==> src/rtl/mp_addsub_ctrl_pkg.sv <==
// Shared definitions for the multi-precision add/subtract sequencer:
// default word width, default word count and the controller state encoding.
// REG_WIDTH may be overridden from the command line with `define REG_WIDTH.

`ifndef REG_WIDTH
`define REG_WIDTH 8
`endif

package mp_addsub_ctrl_pkg;

   // Width of one word and of the add/sub slice.
   localparam int DEFAULT_REG_WIDTH = `REG_WIDTH;

   // Words per operand.
   localparam int DEFAULT_NWORDS = 4;

   // Controller states. IDLE accepts a request, CALC walks the words LSW first,
   // DONE holds the result until the consumer takes it.
   typedef enum logic [1:0] {
      ST_IDLE = 2'd0,
      ST_CALC = 2'd1,
      ST_DONE = 2'd2
   } state_e;

   // Width of the word index counter. It never drops below one bit, so the
   // single-word configuration still has a legal counter.
   function automatic int idx_width(input int nwords);
      if (nwords > 1) begin
         return $clog2(nwords);
      end
      return 1;
   endfunction

endpackage

==> src/rtl/mp_addsub_ctrl_addsub_slice.sv <==
// One REG_WIDTH-wide add/subtract slice with carry-in.
// For subtraction the B word is inverted here; the caller supplies carry-in = 1
// on the least significant word to complete the two's complement.
// Besides the sum and carry-out it reports the carry into the MSB, which the
// sequencer needs to compute signed overflow on the top word.

module mp_addsub_ctrl_addsub_slice #(
   parameter int W = 8
) (
   input  logic [W-1:0] a_i,
   input  logic [W-1:0] b_i,
   input  logic         sub_i,
   input  logic         cin_i,
   output logic [W-1:0] sum_o,
   output logic         cout_o,
   output logic         cmsb_o
);

   logic [W-1:0] b_w;
   logic [W:0]   full_sum;

   // Full-width sum of A, conditionally inverted B and the incoming carry.
   always_comb begin
      b_w      = b_i ^ {W{sub_i}};
      full_sum = {1'b0, a_i} + {1'b0, b_w} + {{W{1'b0}}, cin_i};
   end

   assign sum_o  = full_sum[W-1:0];
   assign cout_o = full_sum[W];

   generate
      if (W > 1) begin : g_wide
         logic [W-1:0] low_sum;

         // Sum of the bits below the MSB; its top bit is the carry into the MSB.
         always_comb begin
            low_sum = {1'b0, a_i[W-2:0]} + {1'b0, b_w[W-2:0]} + {{(W-1){1'b0}}, cin_i};
         end

         assign cmsb_o = low_sum[W-1];
      end else begin : g_single
         // With a one-bit slice the carry into the MSB is the carry-in itself.
         assign cmsb_o = cin_i;
      end
   endgenerate

endmodule

==> src/rtl/mp_addsub_ctrl.sv <==
// Multi-precision add/subtract sequencer for the lab4 ALU.
// Accepts two NWORDS*REG_WIDTH operands in one transaction, walks them LSW
// first through a single REG_WIDTH slice (one word per clock, carry chained
// between words) and presents the full result with carry and overflow flags
// on a valid/ready handshake.
// Optional feature: define MP_ZERO_FLAG_EN to build the zero-flag accumulator;
// without it res_zf_o is tied to 0.

module mp_addsub_ctrl
   import mp_addsub_ctrl_pkg::*;
#(
   parameter int REG_WIDTH = DEFAULT_REG_WIDTH,
   parameter int NWORDS    = DEFAULT_NWORDS
) (
   input  logic                        clk_i,
   input  logic                        rst_i,
   input  logic                        req_valid_i,
   output logic                        req_ready_o,
   input  logic                        req_sub_i,
   input  logic [NWORDS*REG_WIDTH-1:0] req_a_i,
   input  logic [NWORDS*REG_WIDTH-1:0] req_b_i,
   output logic                        res_valid_o,
   input  logic                        res_ready_i,
   output logic [NWORDS*REG_WIDTH-1:0] res_data_o,
   output logic                        res_cf_o,
   output logic                        res_ovf_o,
   output logic                        res_zf_o
);

   localparam int TW   = NWORDS * REG_WIDTH;
   localparam int IDXW = idx_width(NWORDS);
   localparam logic [IDXW-1:0] LAST_IDX = IDXW'(NWORDS - 1);

   state_e          state_q;
   logic [IDXW-1:0] idx_q;
   logic [TW-1:0]   a_q;
   logic [TW-1:0]   b_q;
   logic            sub_q;
   logic            carry_q;
   logic [TW-1:0]   part_q;
   logic [TW-1:0]   part_d;
   logic            req_ready_q;
   logic            res_valid_q;
   logic [TW-1:0]   res_data_q;
   logic            res_cf_q;
   logic            res_ovf_q;

   logic [REG_WIDTH-1:0] a_word;
   logic [REG_WIDTH-1:0] b_word;
   logic [REG_WIDTH-1:0] sum_word;
   logic                 slice_cout;
   logic                 slice_cmsb;

   logic accept;

   assign accept = (state_q == ST_IDLE) && req_valid_i && req_ready_q;

   // Select the current operand words and merge the new sum into the partial result.
   always_comb begin
      a_word = a_q[idx_q*REG_WIDTH +: REG_WIDTH];
      b_word = b_q[idx_q*REG_WIDTH +: REG_WIDTH];
      part_d = part_q;
      part_d[idx_q*REG_WIDTH +: REG_WIDTH] = sum_word;
   end

   mp_addsub_ctrl_addsub_slice #(
      .W (REG_WIDTH)
   ) u_slice (
      .a_i    (a_word),
      .b_i    (b_word),
      .sub_i  (sub_q),
      .cin_i  (carry_q),
      .sum_o  (sum_word),
      .cout_o (slice_cout),
      .cmsb_o (slice_cmsb)
   );

   // Controller FSM: accepts a request, runs one word per CALC cycle and holds
   // the registered result in DONE until the consumer takes it. The carry out
   // of the top word only feeds the flags, never the next operation.
   always_ff @(posedge clk_i or posedge rst_i) begin
      if (rst_i) begin
         state_q     <= ST_IDLE;
         idx_q       <= '0;
         a_q         <= '0;
         b_q         <= '0;
         sub_q       <= 1'b0;
         carry_q     <= 1'b0;
         part_q      <= '0;
         req_ready_q <= 1'b1;
         res_valid_q <= 1'b0;
         res_data_q  <= '0;
         res_cf_q    <= 1'b0;
         res_ovf_q   <= 1'b0;
      end else begin
         case (state_q)
            ST_IDLE: begin
               if (accept) begin
                  a_q         <= req_a_i;
                  b_q         <= req_b_i;
                  sub_q       <= req_sub_i;
                  carry_q     <= req_sub_i;
                  idx_q       <= '0;
                  part_q      <= '0;
                  req_ready_q <= 1'b0;
                  state_q     <= ST_CALC;
               end
            end
            ST_CALC: begin
               part_q  <= part_d;
               carry_q <= slice_cout;
               if (idx_q == LAST_IDX) begin
                  res_data_q  <= part_d;
                  res_cf_q    <= slice_cout;
                  res_ovf_q   <= slice_cmsb ^ slice_cout;
                  res_valid_q <= 1'b1;
                  state_q     <= ST_DONE;
               end else begin
                  idx_q <= idx_q + 1'b1;
               end
            end
            ST_DONE: begin
               if (res_ready_i) begin
                  res_valid_q <= 1'b0;
                  req_ready_q <= 1'b1;
                  state_q     <= ST_IDLE;
               end
            end
            default: begin
               res_valid_q <= 1'b0;
               req_ready_q <= 1'b1;
               state_q     <= ST_IDLE;
            end
         endcase
      end
   end

   assign req_ready_o = req_ready_q;
   assign res_valid_o = res_valid_q;
   assign res_data_o  = res_data_q;
   assign res_cf_o    = res_cf_q;
   assign res_ovf_o   = res_ovf_q;

`ifdef MP_ZERO_FLAG_EN
   logic zacc_q;
   logic res_zf_q;

   // Sticky zero accumulator: starts set on accept, cleared by any non-zero
   // word, and copied into the flag when the top word completes.
   always_ff @(posedge clk_i or posedge rst_i) begin
      if (rst_i) begin
         zacc_q   <= 1'b0;
         res_zf_q <= 1'b0;
      end else if (accept) begin
         zacc_q <= 1'b1;
      end else if (state_q == ST_CALC) begin
         zacc_q <= zacc_q & (sum_word == '0);
         if (idx_q == LAST_IDX) begin
            res_zf_q <= zacc_q & (sum_word == '0);
         end
      end
   end

   assign res_zf_o = res_zf_q;
`else
   assign res_zf_o = 1'b0;
`endif

endmodule

==> config.mk <==
export PLATFORM = sky130hd
export DESIGN_NAME = mp_addsub_ctrl
export DESIGN_NICKNAME = d
export VERILOG_FILES = /design/src/rtl/mp_addsub_ctrl_pkg.sv /design/src/rtl/mp_addsub_ctrl_addsub_slice.sv /design/src/rtl/mp_addsub_ctrl.sv
export SDC_FILE = /design/constraint.sdc
export NUM_CORES = 1
export LEC_CHECK = 0
export CAP_MARGIN = 20
export CORE_UTILIZATION = 54
export CTS_CLUSTER_SIZE = 20
export DETAILED_ROUTE_END_ITERATION = 10
export GPL_TIMING_DRIVEN = 1
export MAX_ROUTING_LAYER = met4
export PLACE_DENSITY = 0.85
export SLEW_MARGIN = 20
export SYNTH_ARGS = -nofsm -noshare
export SYNTH_HDL_FRONTEND = slang
export SYNTH_SLANG_ARGS = --single-unit
==> constraint.sdc <==
create_clock -name clk_i -period 6.5 [get_ports clk_i]
set_input_delay 1.95 -clock clk_i [delete_from_list [all_inputs] [get_ports clk_i]]
set_output_delay 1.95 -clock clk_i [all_outputs]
set_load 0.03 [all_outputs]
-- Word level (Yosys, flattened, before mapping)
Cells that the tools add are included.
- register bits after elaboration: 138
- input bits: 69
- output and inout bits: 37
- word-level logic and storage cells: 62
- add/sub/neg operators: 6
- eq/ne operators: 7
- shift operators: 4
- muxes and demuxes: 18
- bitwise gates (word level): 4
- reduce and logical (&&, ||, !) cells: 11
- operator list (operator ; count):
    $pmux W32 S2 ; 1
    $shiftx A32 B6 Y8 ; 2
    $neg A5 Y34 ; 1
    $shift A8 B34 Y32 const A ; 1
    $shiftx A8 B34 Y32 ; 1
    $bwmux W32 ; 1
    $mux W32 ; 1
    $reduce_and A3 Y1 ; 4
    $mux W2 ; 5
    $add A8 B8 Y9 ; 1
    $add A9 B1 Y9 ; 1
    $add A7 B7 Y8 ; 1
    $add A8 B1 Y8 ; 1
    $ne A2 B2 Y1 const B ; 4
    $xor A8 B8 Y8 ; 1
    $pmux W1 S3 ; 2
    $pmux W2 S3 ; 1
    $reduce_and A2 Y1 ; 3
    $mux W1 ; 5
    $eq A2 B2 Y1 const B ; 2
    $pmux W2 S2 ; 1
    $add A2 B1 Y2 const B ; 1
    $eq A2 B1 Y1 const B ; 1
    $logic_and A1 B1 Y1 ; 2
    other kinds (5) ; 6

-- Depth between registers and ports, before layout
Gate-level depths: netlist of the first run.
- depth in word-level cells: 7
- depth in mapped cells: 12
- gate-level depth less buffers: 10

-- By module
A second synthesis of the first run with hierarchy kept.
- cell total of the unflattened synthesis: 520
- area, all modules: 6572.6 um^2
- by module, submodules not included (module ; instances ; cells an instance ; area each (um^2) ; seq. area each (um^2)):
    mp_addsub_ctrl ; 1 ; 465 ; 6134.6 ; 3454.6
    mp_addsub_ctrl_addsub_slice ; 1 ; 55 ; 437.9 ; 0.0

-- Worst setup path before layout of the first run
OpenSTA, ideal clock, no wires.
- path type: register -> register
- from: register idx_q[0]
- to: register res_data_q[6], in the netlist res_data_o[6]
- library setup time: 0.124 ns
- arrival: 3.016 ns
- data required time: 6.376 ns
- slack: 3.360 ns
- cell stages (with the launch flop): 13
- buffers on the path: 2
- period minus slack after synthesis: 3.140 ns
- cell sequence: dfrtp_1 buf_6 buf_4 mux4_2 inv_1 fa_1 inv_1 fa_1 nand3_1 a2111oi_2 a311o_4 a221oi_2 nor2_1
- word-level cells in the longest chain between the ends: 6
- elaborated cells between the ends (all ways): 11
- those cells by class: add/sub (3); eq/ne (1); shift (4); mux (1); bitwise (1); reduce/logical (1)
- ends and longest elaborated chain (element ; line ; text):
    start, declared ; mp_addsub_ctrl.sv:35 ; logic [IDXW-1:0] idx_q;
    start signal, assigned ; mp_addsub_ctrl.sv:119 ; idx_q <= idx_q + 1'b1;
    $shiftx A32 B6 Y8 ; mp_addsub_ctrl.sv:61 ; b_word = b_q[idx_q*REG_WIDTH +: REG_WIDTH];
    $xor A8 B8 Y8 ; mp_addsub_ctrl_addsub_slice.sv:24 ; b_w = b_i ^ {W{sub_i}};
    $add A8 B8 Y9 ; mp_addsub_ctrl_addsub_slice.sv:25 ; full_sum = {1'b0, a_i} + {1'b0, b_w} + {{W{1'b0}}, cin_i};
    $add A9 B1 Y9 ; mp_addsub_ctrl_addsub_slice.sv:25 ;
    $shiftx A8 B34 Y32 ; mp_addsub_ctrl.sv:63 ; part_d[idx_q*REG_WIDTH +: REG_WIDTH] = sum_word;
    $bwmux W32 ; mp_addsub_ctrl.sv:63 ;
    end signal, assigned ; mp_addsub_ctrl.sv:113 ; res_data_q <= part_d;
    end, declared ; mp_addsub_ctrl.sv:44 ; logic [TW-1:0] res_data_q;
Several ways; a longest one is shown, not always the timed one.
A chain may end at the register's enable or synchronous reset.

-- Final worst setup path of the first run
- from: register idx_q[0]
- to: register res_data_q[12], in the netlist res_data_o[12]
Same word-level chain as after synthesis.

==> reports/qor.txt, run 1 <==
count of different cell masters after synthesis: 55
sequential area share after synthesis: 53.50%
worst endpoint required time: 6.84 ns
clock latency on the worst-skew pair: 0.41 ns
die footprint: 12,400 µm²
CP max FO: 15
Seq pwr share: 27.9%
vias in the first global route: 4,887
minimum clock period after layout: 4.182 ns
drt wl/cell: 20.03 µm
uppermost layer routed: met4
P_int: 2.915 mW
sw frac: 42.87%
predominant post-synthesis flop cell: dfrtp_1
Clock Tree Root: clkbuf_16
setup violators final: 0
placed insts: 736
fin crit share: 64.34%
Post-synth EDFFs: 0
Die Height: 111.4 µm
I/O Buffers: 104
GR Overflow Total: 0
WL met1: 6224 µm
crit path kind: reg2reg
largest net degree at the start of global routing: 73
CTS tree: built
Max VDD drop: 0.4099 mV
vias post-DR: 4,589
CTS sink cnt: 138
IO Pins: 106
Post-DP Area: 7606 µm²
hold crit path type: reg2reg
row cnt: 39
Arrival @ worst endpoint: 4.52 ns
Post-Synthesis Cells: 508
Remaining DRCs: 14
Post-Layout Inst Area: 8244 µm²
GRT Total Usage: 27.59%
failing checks: DRC
TNS Setup: 0 ns
Max Root-Sink Buffers: 2
Power Dens Cells: 619.0 nW/µm²
worst reg2reg setup slack: 2.32 ns
Initial Util: 56.07%
non-filler cells, final: 768
Clock Pin Slew Worst Setup and Hold Paths: 0.06 ns
RSZ-0062 raised after global routing: false
syn nets: 592
Die X: 111.4 µm
WL met3: 994 µm
H-tree depth: 4
Setup Skew: 0.006514 ns
wire length of the first global-routing pass: 25,390 µm
status: finished, violations left
Num CTS Buffers: 17
Total Nets Final: 696
share of cells above drive strength 1: 22.88%
synthesized area: 6457 µm²
ys async rst share: 100.0%
mean area per synthesized cell: 12.71 µm²
Rel. slew slack: 29.58%
DRT Pass-1 Iters: 8
Slew Viols, Final: 0
Worst Tran Pin Value: 1.056 ns
Post-CTS Resized: 0
Crit. End Element: register
clock share of power: 20.2%
GPL Wtd Cong: 0.8881
count of state elements after synthesis: 138
Leak: 3.665 nW
Met2 Routed Length: 7751 µm
Switch Pwr: 2.188 mW
post-DR vias/cell: 5.975
core area: 11,520 µm²
CTS Hold Bufs: 0
final hold vios: 0
fmax: 239.1 MHz
combinational fraction of design power: 51.9%
Ant. Diodes: 0
Synth Warn #: 0
# Max-Cap Violations: 0
DP HPWL: 10,370 µm
post-route ant nets: 0
Area Growth Syn to Fin: 27.67%
Power, Total: 5.103 mW
setup bufs post-CTS: 0
initial antenna violation count: 0
final WL: 15,390 µm
Initial DRC Count: 273
startpoint types: register
## power by group through the flow
stage                     logic [mW]  clock network [mW]  registers [mW]
after floorplan                 1.72                   0            1.48
after global placement          2.50                   0            1.40
after detailed placement        2.58                   0            1.43
after CTS                       2.63                1.04            1.42
after global routing            2.83                1.08            1.47
final                           2.65                1.03            1.42
## sequential cells by signal, indices dropped and copies added (netlist names), 2 cells and up
signal	flops
a_q	32
b_q	32
part_q	32
res_data_o	32
idx_q	2
state_q	2
## cell families (layout without fill, tap and decap cells)
group / after synthesis / in the layout / share of synthesized area, %
AOI/OAI and AO/OA: 105 / 105 / 12.63
muxes: 82 / 82 / 17.09
other: 1 / 1 / 0.05807
buffers and inverters: 45 / 162 / 3.236
and+or+nand+nor: 109 / 109 / 8.467
xor gates and xnor gates: 13 / 13 / 1.880
DFF: 138 / 138 / 53.50
adders and majority gates: 15 / 15 / 3.139
## cell usage after synthesis (2+ instances only)
cell | n | area, µm²
a21oi_1 | 13 | 65.06
a21oi_2 | 3 | 26.28
a221oi_1 | 15 | 131.4
a221oi_2 | 4 | 60.06
a22o_1 | 22 | 192.7
a32oi_1 | 4 | 35.03
and2_1 | 5 | 31.28
and3_1 | 9 | 56.30
buf_1 | 2 | 7.510
buf_2 | 11 | 55.05
buf_4 | 5 | 37.54
clkbuf_1 | 6 | 22.52
dfrtp_1 | 137 | 3428
fa_1 | 2 | 40.04
ha_1 | 13 | 162.7
inv_1 | 16 | 60.06
inv_2 | 4 | 15.01
mux2_2 | 66 | 743.2
mux4_2 | 16 | 360.4
nand2_1 | 29 | 108.9
nand2b_1 | 2 | 12.51
nand3_1 | 3 | 15.01
nor2_1 | 48 | 180.2
nor2b_1 | 2 | 12.51
nor3_2 | 2 | 20.02
nor4bb_1 | 2 | 20.02
o21a_1 | 2 | 15.01
o21ai_0 | 6 | 30.03
o21ai_1 | 21 | 105.1
o31ai_1 | 2 | 15.01
or3b_1 | 2 | 17.52
xnor2_1 | 9 | 78.83
xor2_1 | 3 | 26.28
## path summary, 6_finish.rpt
path                                  endpoint      start  cells after the start
worst max-delay path            res_data_o[12]   idx_q[0]                     11
worst min-delay path                 part_q[5]  part_q[5]                      2
worst max register to register  res_data_o[12]   idx_q[0]                     11
worst min register to register       part_q[5]  part_q[5]                      2
max in group asynchronous          req_ready_o      rst_i                      3
min in group asynchronous            part_q[4]      rst_i                      2
## routing by layer
metal,vias to the layer above,GRT usage (%)
met1,2285,33.59
met5,-,-
met4,0,9.820
met2,198,44.71
li1,2066,-
met3,40,7.186
## final cells by class
| cell class | instances | area, µm² |
|---|---|---|
| flip-flops and latches | 138 | 3455 |
| repair buffers | 110 | 1086 |
| well taps | 143 | 178.9 |
| inverters | 20 | 77.57 |
| clock inverters | 11 | 167.7 |
| multi-input cells | 325 | 2809 |
| fillers | 754 | 3272 |
| clock buffers | 21 | 470.5 |
## layout by cell type (no fill, tap or decap), drive strengths merged, types with 10 or more instances in the layout
| cell type | count |
|---|---|
| xnor2 | 10 |
| a22o | 22 |
| clkbuf | 21 |
| ha | 13 |
| nand2 | 29 |
| mux2 | 66 |
| clkdlybuf4s50 | 104 |
| o21ai | 27 |
| dfrtp | 137 |
| inv | 20 |
| a221oi | 19 |
| nor2 | 48 |
| a21oi | 16 |
| mux4 | 16 |
## metrics by stage
stage | setup WS (ns) | hold WS [ns] | util, %
finish | 2.318 | 0.4849 | 71.59
global route | 2.087 | 0.5122 | 71.59
CTS | 2.307 | 0.4870 | 71.59
detailed placement | 2.327 | 0.4738 | 66.05
global placement | 2.422 | 0.4617 | 66.05
floorplan | 0.8555 | 0.4474 | -
## critical path: stages (launching register included)
cell,delay [ns]
dfrtp_1,0.94
buf_4,0.39
mux4_2,0.54
inv_1,0.13
fa_1,0.22
inv_1,0.06
fa_1,0.39
nand3_1,0.17
nand2_1,0.12
xnor2_1,0.71
a221oi_1,0.29
nor2_1,0.15
No activity file was read; power rests on OpenSTA's default activity.
==> run 2: changes to the inputs <==
--- a/config.mk
+++ b/config.mk
@@ -6,12 +6,12 @@
 export NUM_CORES = 1
 export LEC_CHECK = 0
 export CAP_MARGIN = 20
-export CORE_UTILIZATION = 54
+export CORE_UTILIZATION = 48
 export CTS_CLUSTER_SIZE = 20
 export DETAILED_ROUTE_END_ITERATION = 10
 export GPL_TIMING_DRIVEN = 1
 export MAX_ROUTING_LAYER = met4
-export PLACE_DENSITY = 0.85
+export PLACE_DENSITY = 0.8
 export SLEW_MARGIN = 20
 export SYNTH_ARGS = -nofsm -noshare
 export SYNTH_HDL_FRONTEND = slang
==> constraint.sdc (replaced) <==
create_clock -name clk_i -period 3.61 [get_ports clk_i]
set_input_delay 1.083 -clock clk_i [delete_from_list [all_inputs] [get_ports clk_i]]
set_output_delay 1.083 -clock clk_i [all_outputs]
set_load 0.03 [all_outputs]
==> reports/qor.txt, run 2 (synthesized netlist as in run 1, its figures left out) <==
Initial Util: 48.96% (-7.1 points)
CP Buf/Inv Count: 1 (-2)
Leak: 3.670 nW (+0.15%)
crit path kind: reg2reg
Die Height: 118.0 µm (+6.0%)
final hold vios: 0 (unchanged)
IO Pins: 106 (unchanged)
Ant. Diodes: 0 (unchanged)
GPL Wtd Cong: 0.8461 (-4.7%)
worst path cell trace: buf_4, mux4_2, xnor2_1, ha_1, nor2b_1, o31ai_4, a211oi_1, nor3_2, o21ai_1
Worst R2R Path Depth: 9 (-2)
DRT Pass-1 Iters: 5 (-3)
post-route ant nets: 0 (unchanged)
fin crit share: 88.93% (+25 points)
crit path to: res_data_o[21]
Post-CTS Resized: 0 (unchanged)
worst endpoint required time: 3.89 ns (-2.95 ns)
commonest non-fill, non-tap cell in the layout: dfrtp_1
register area: 3455 µm² (unchanged)
die footprint: 13,920 µm² (+12%)
core area: 13,190 µm² (+15%)
Setup Skew: 0.008299 ns (+0.001786 ns)
worst r2r dst: res_data_o[21]
CTS Hold Bufs: 0 (unchanged)
crit path max-delay cell type: mux4_2
setup bufs post-CTS: 0 (unchanged)
GR Overflow Total: 0 (unchanged)
reg2reg start: idx_q[0]
vias post-DR: 4,561 (-0.61%)
Worst setup startpoint: idx_q[0]
Hold WS: 0.4882 ns (+0.003287 ns)
minimum clock period after layout: 3.210 ns (-0.9718 ns)
Num CTS Buffers: 17 (unchanged)
Power Dens Cells: 1068 nW/µm² (+73%)
Rel. slew slack: 45.80% (+16 points)
Initial DRC Count: 347 (+27%)
Total Nets Final: 701 (+0.72%)
cell family with most CP delay: simple AND/OR/NAND/NOR gates
drt wl/cell: 18.65 µm (-6.9%)
share of cells above drive strength 1: 23.33% (+0.45 points)
status: complete, no violations
H-tree depth: 4 (unchanged)
GRT Total Usage: 24.15% (-3.4 points)
setup violators final: 0 (unchanged)
row cnt: 42 (+7.7%)
dpl ws: 0.3981 ns (-1.929 ns)
WP depth: 9 (-2)
Max Root-Sink Buffers: 2 (unchanged)
TNS Setup: 0 ns (unchanged)
Area Growth Syn to Fin: 28.83%
initial antenna violation count: 0 (unchanged)
Max VDD drop: 0.6510 mV (+59%)
Die X: 118.0 µm (+6.0%)
Crit. End Element: register
fmax: 311.5 MHz (+30%)
Final WS setup: 0.3997 ns (-1.918 ns)
CP max FO: 11 (-4)
hold crit path type: reg2reg
wire length of the first global-routing pass: 24,920 µm (-1.8%)
DP HPWL: 10,750 µm (+3.7%)
Arrival @ worst endpoint: 3.49 ns (-1.03 ns)
final WL: 15,030 µm (-2.3%)
Clock Tree Root: clkbuf_16
Remaining DRCs: 0 (-14)
max incr delay on CP: 0.53 ns (-0.41 ns)
multi-input logic area: 2809 µm² (unchanged)
Worst Tran Pin Value: 0.8131 ns (-0.2432 ns)
post-DR vias/cell: 5.659 (-5.3%)
filler instances: 990 (+31%)
largest net degree at the start of global routing: 55 (-25%)
clock latency on the worst-skew pair: 0.42 ns (about the same)
startpoint types: register
Clock Pin Slew Worst Setup and Hold Paths: 0.06 ns (about the same)
RSZ-0062 raised after global routing: false
worst reg2reg setup slack: 0.40 ns (-1.92 ns)
vias in the first global route: 4,917 (+0.61%)
I/O Buffers: 104 (unchanged)
most frequent cells in the layout: 137 x dfrtp_1, 104 x clkdlybuf4s50_1, 66 x mux2_2, 48 x nor2_1, 29 x nand2_1
CTS sink cnt: 138 (unchanged)
# Max-Cap Violations: 0 (unchanged)
Slew Viols, Final: 0 (unchanged)
CTS tree: built
-- run 2: worst min-delay path by stage --
stage | endpoint | startpoint | cells past startpoint
3_3_place_gp | part_q[5] | part_q[5] | 2
4_1_cts | part_q[16] | part_q[16] | 2
2_1_floorplan | part_q[21] | part_q[21] | 2
3_5_place_dp | part_q[29] | part_q[29] | 2
5_1_grt | part_q[26] | part_q[26] | 1
6_report | res_cf_o | res_cf_o | 2
-- run 2: cell type report --
| type | instances | share of cell area [%] |
|---|---|---|
| flip-flops and latches | 138 | 41.52 |
| multi-input cells | 325 | 33.76 |
| well taps | 176 | 2.647 |
| clock buffers | 20 | 5.369 |
| repair buffers | 115 | 13.96 |
| clock inverters | 12 | 1.790 |
| inverters | 20 | 0.9475 |
-- run 2: metrics by stage --
step / cell area, µm² / total power, mW / cells / util (%)
6_report: 8319 / 8.888 / 806 / 63.07
5_1_grt: 8319 / 9.425 / 806 / 63.07
4_1_cts: 8319 / 8.896 / 806 / 63.07
3_5_place_dp: 7724 / 7.111 / 774 / 58.56
3_3_place_gp: 7724 / 6.941 / 774 / 58.56
2_1_floorplan: 6461 / 5.769 / 508 / -
-- run 2: power breakdown --
group          internal (mW)  total, mW  leakage (nW)  switching [mW]
clock                   1.10       1.74         0.282           0.644
combinational           1.89       4.58          1.58            2.69
sequential              2.16       2.56          1.81           0.404
-- run 2: metal layers --
| metal | vias to the layer above | wire length, µm | global-route usage (%) | share of wire, % |
|---|---|---|---|---|
| li1 | 2069 | - | - | - |
| met1 | 2264 | 6231 | 29.46 | 41 |
| met2 | 188 | 7452 | 37.68 | 50 |
| met3 | 40 | 867 | 5.669 | 5.8 |
| met4 | 0 | 480 | 12.26 | 3.2 |
| met5 | - | 0 | - | 0 |
-- run 2: worst register-to-register path: stages, from the launching register on --
cell and delay, ns:
dfrtp_1 0.44, buf_4 0.25, mux4_2 0.54, xnor2_1 0.26, ha_1 0.28, nor2b_1 0.18, o31ai_4 0.30, a211oi_1 0.16
nor3_2 0.51, o21ai_1 0.15
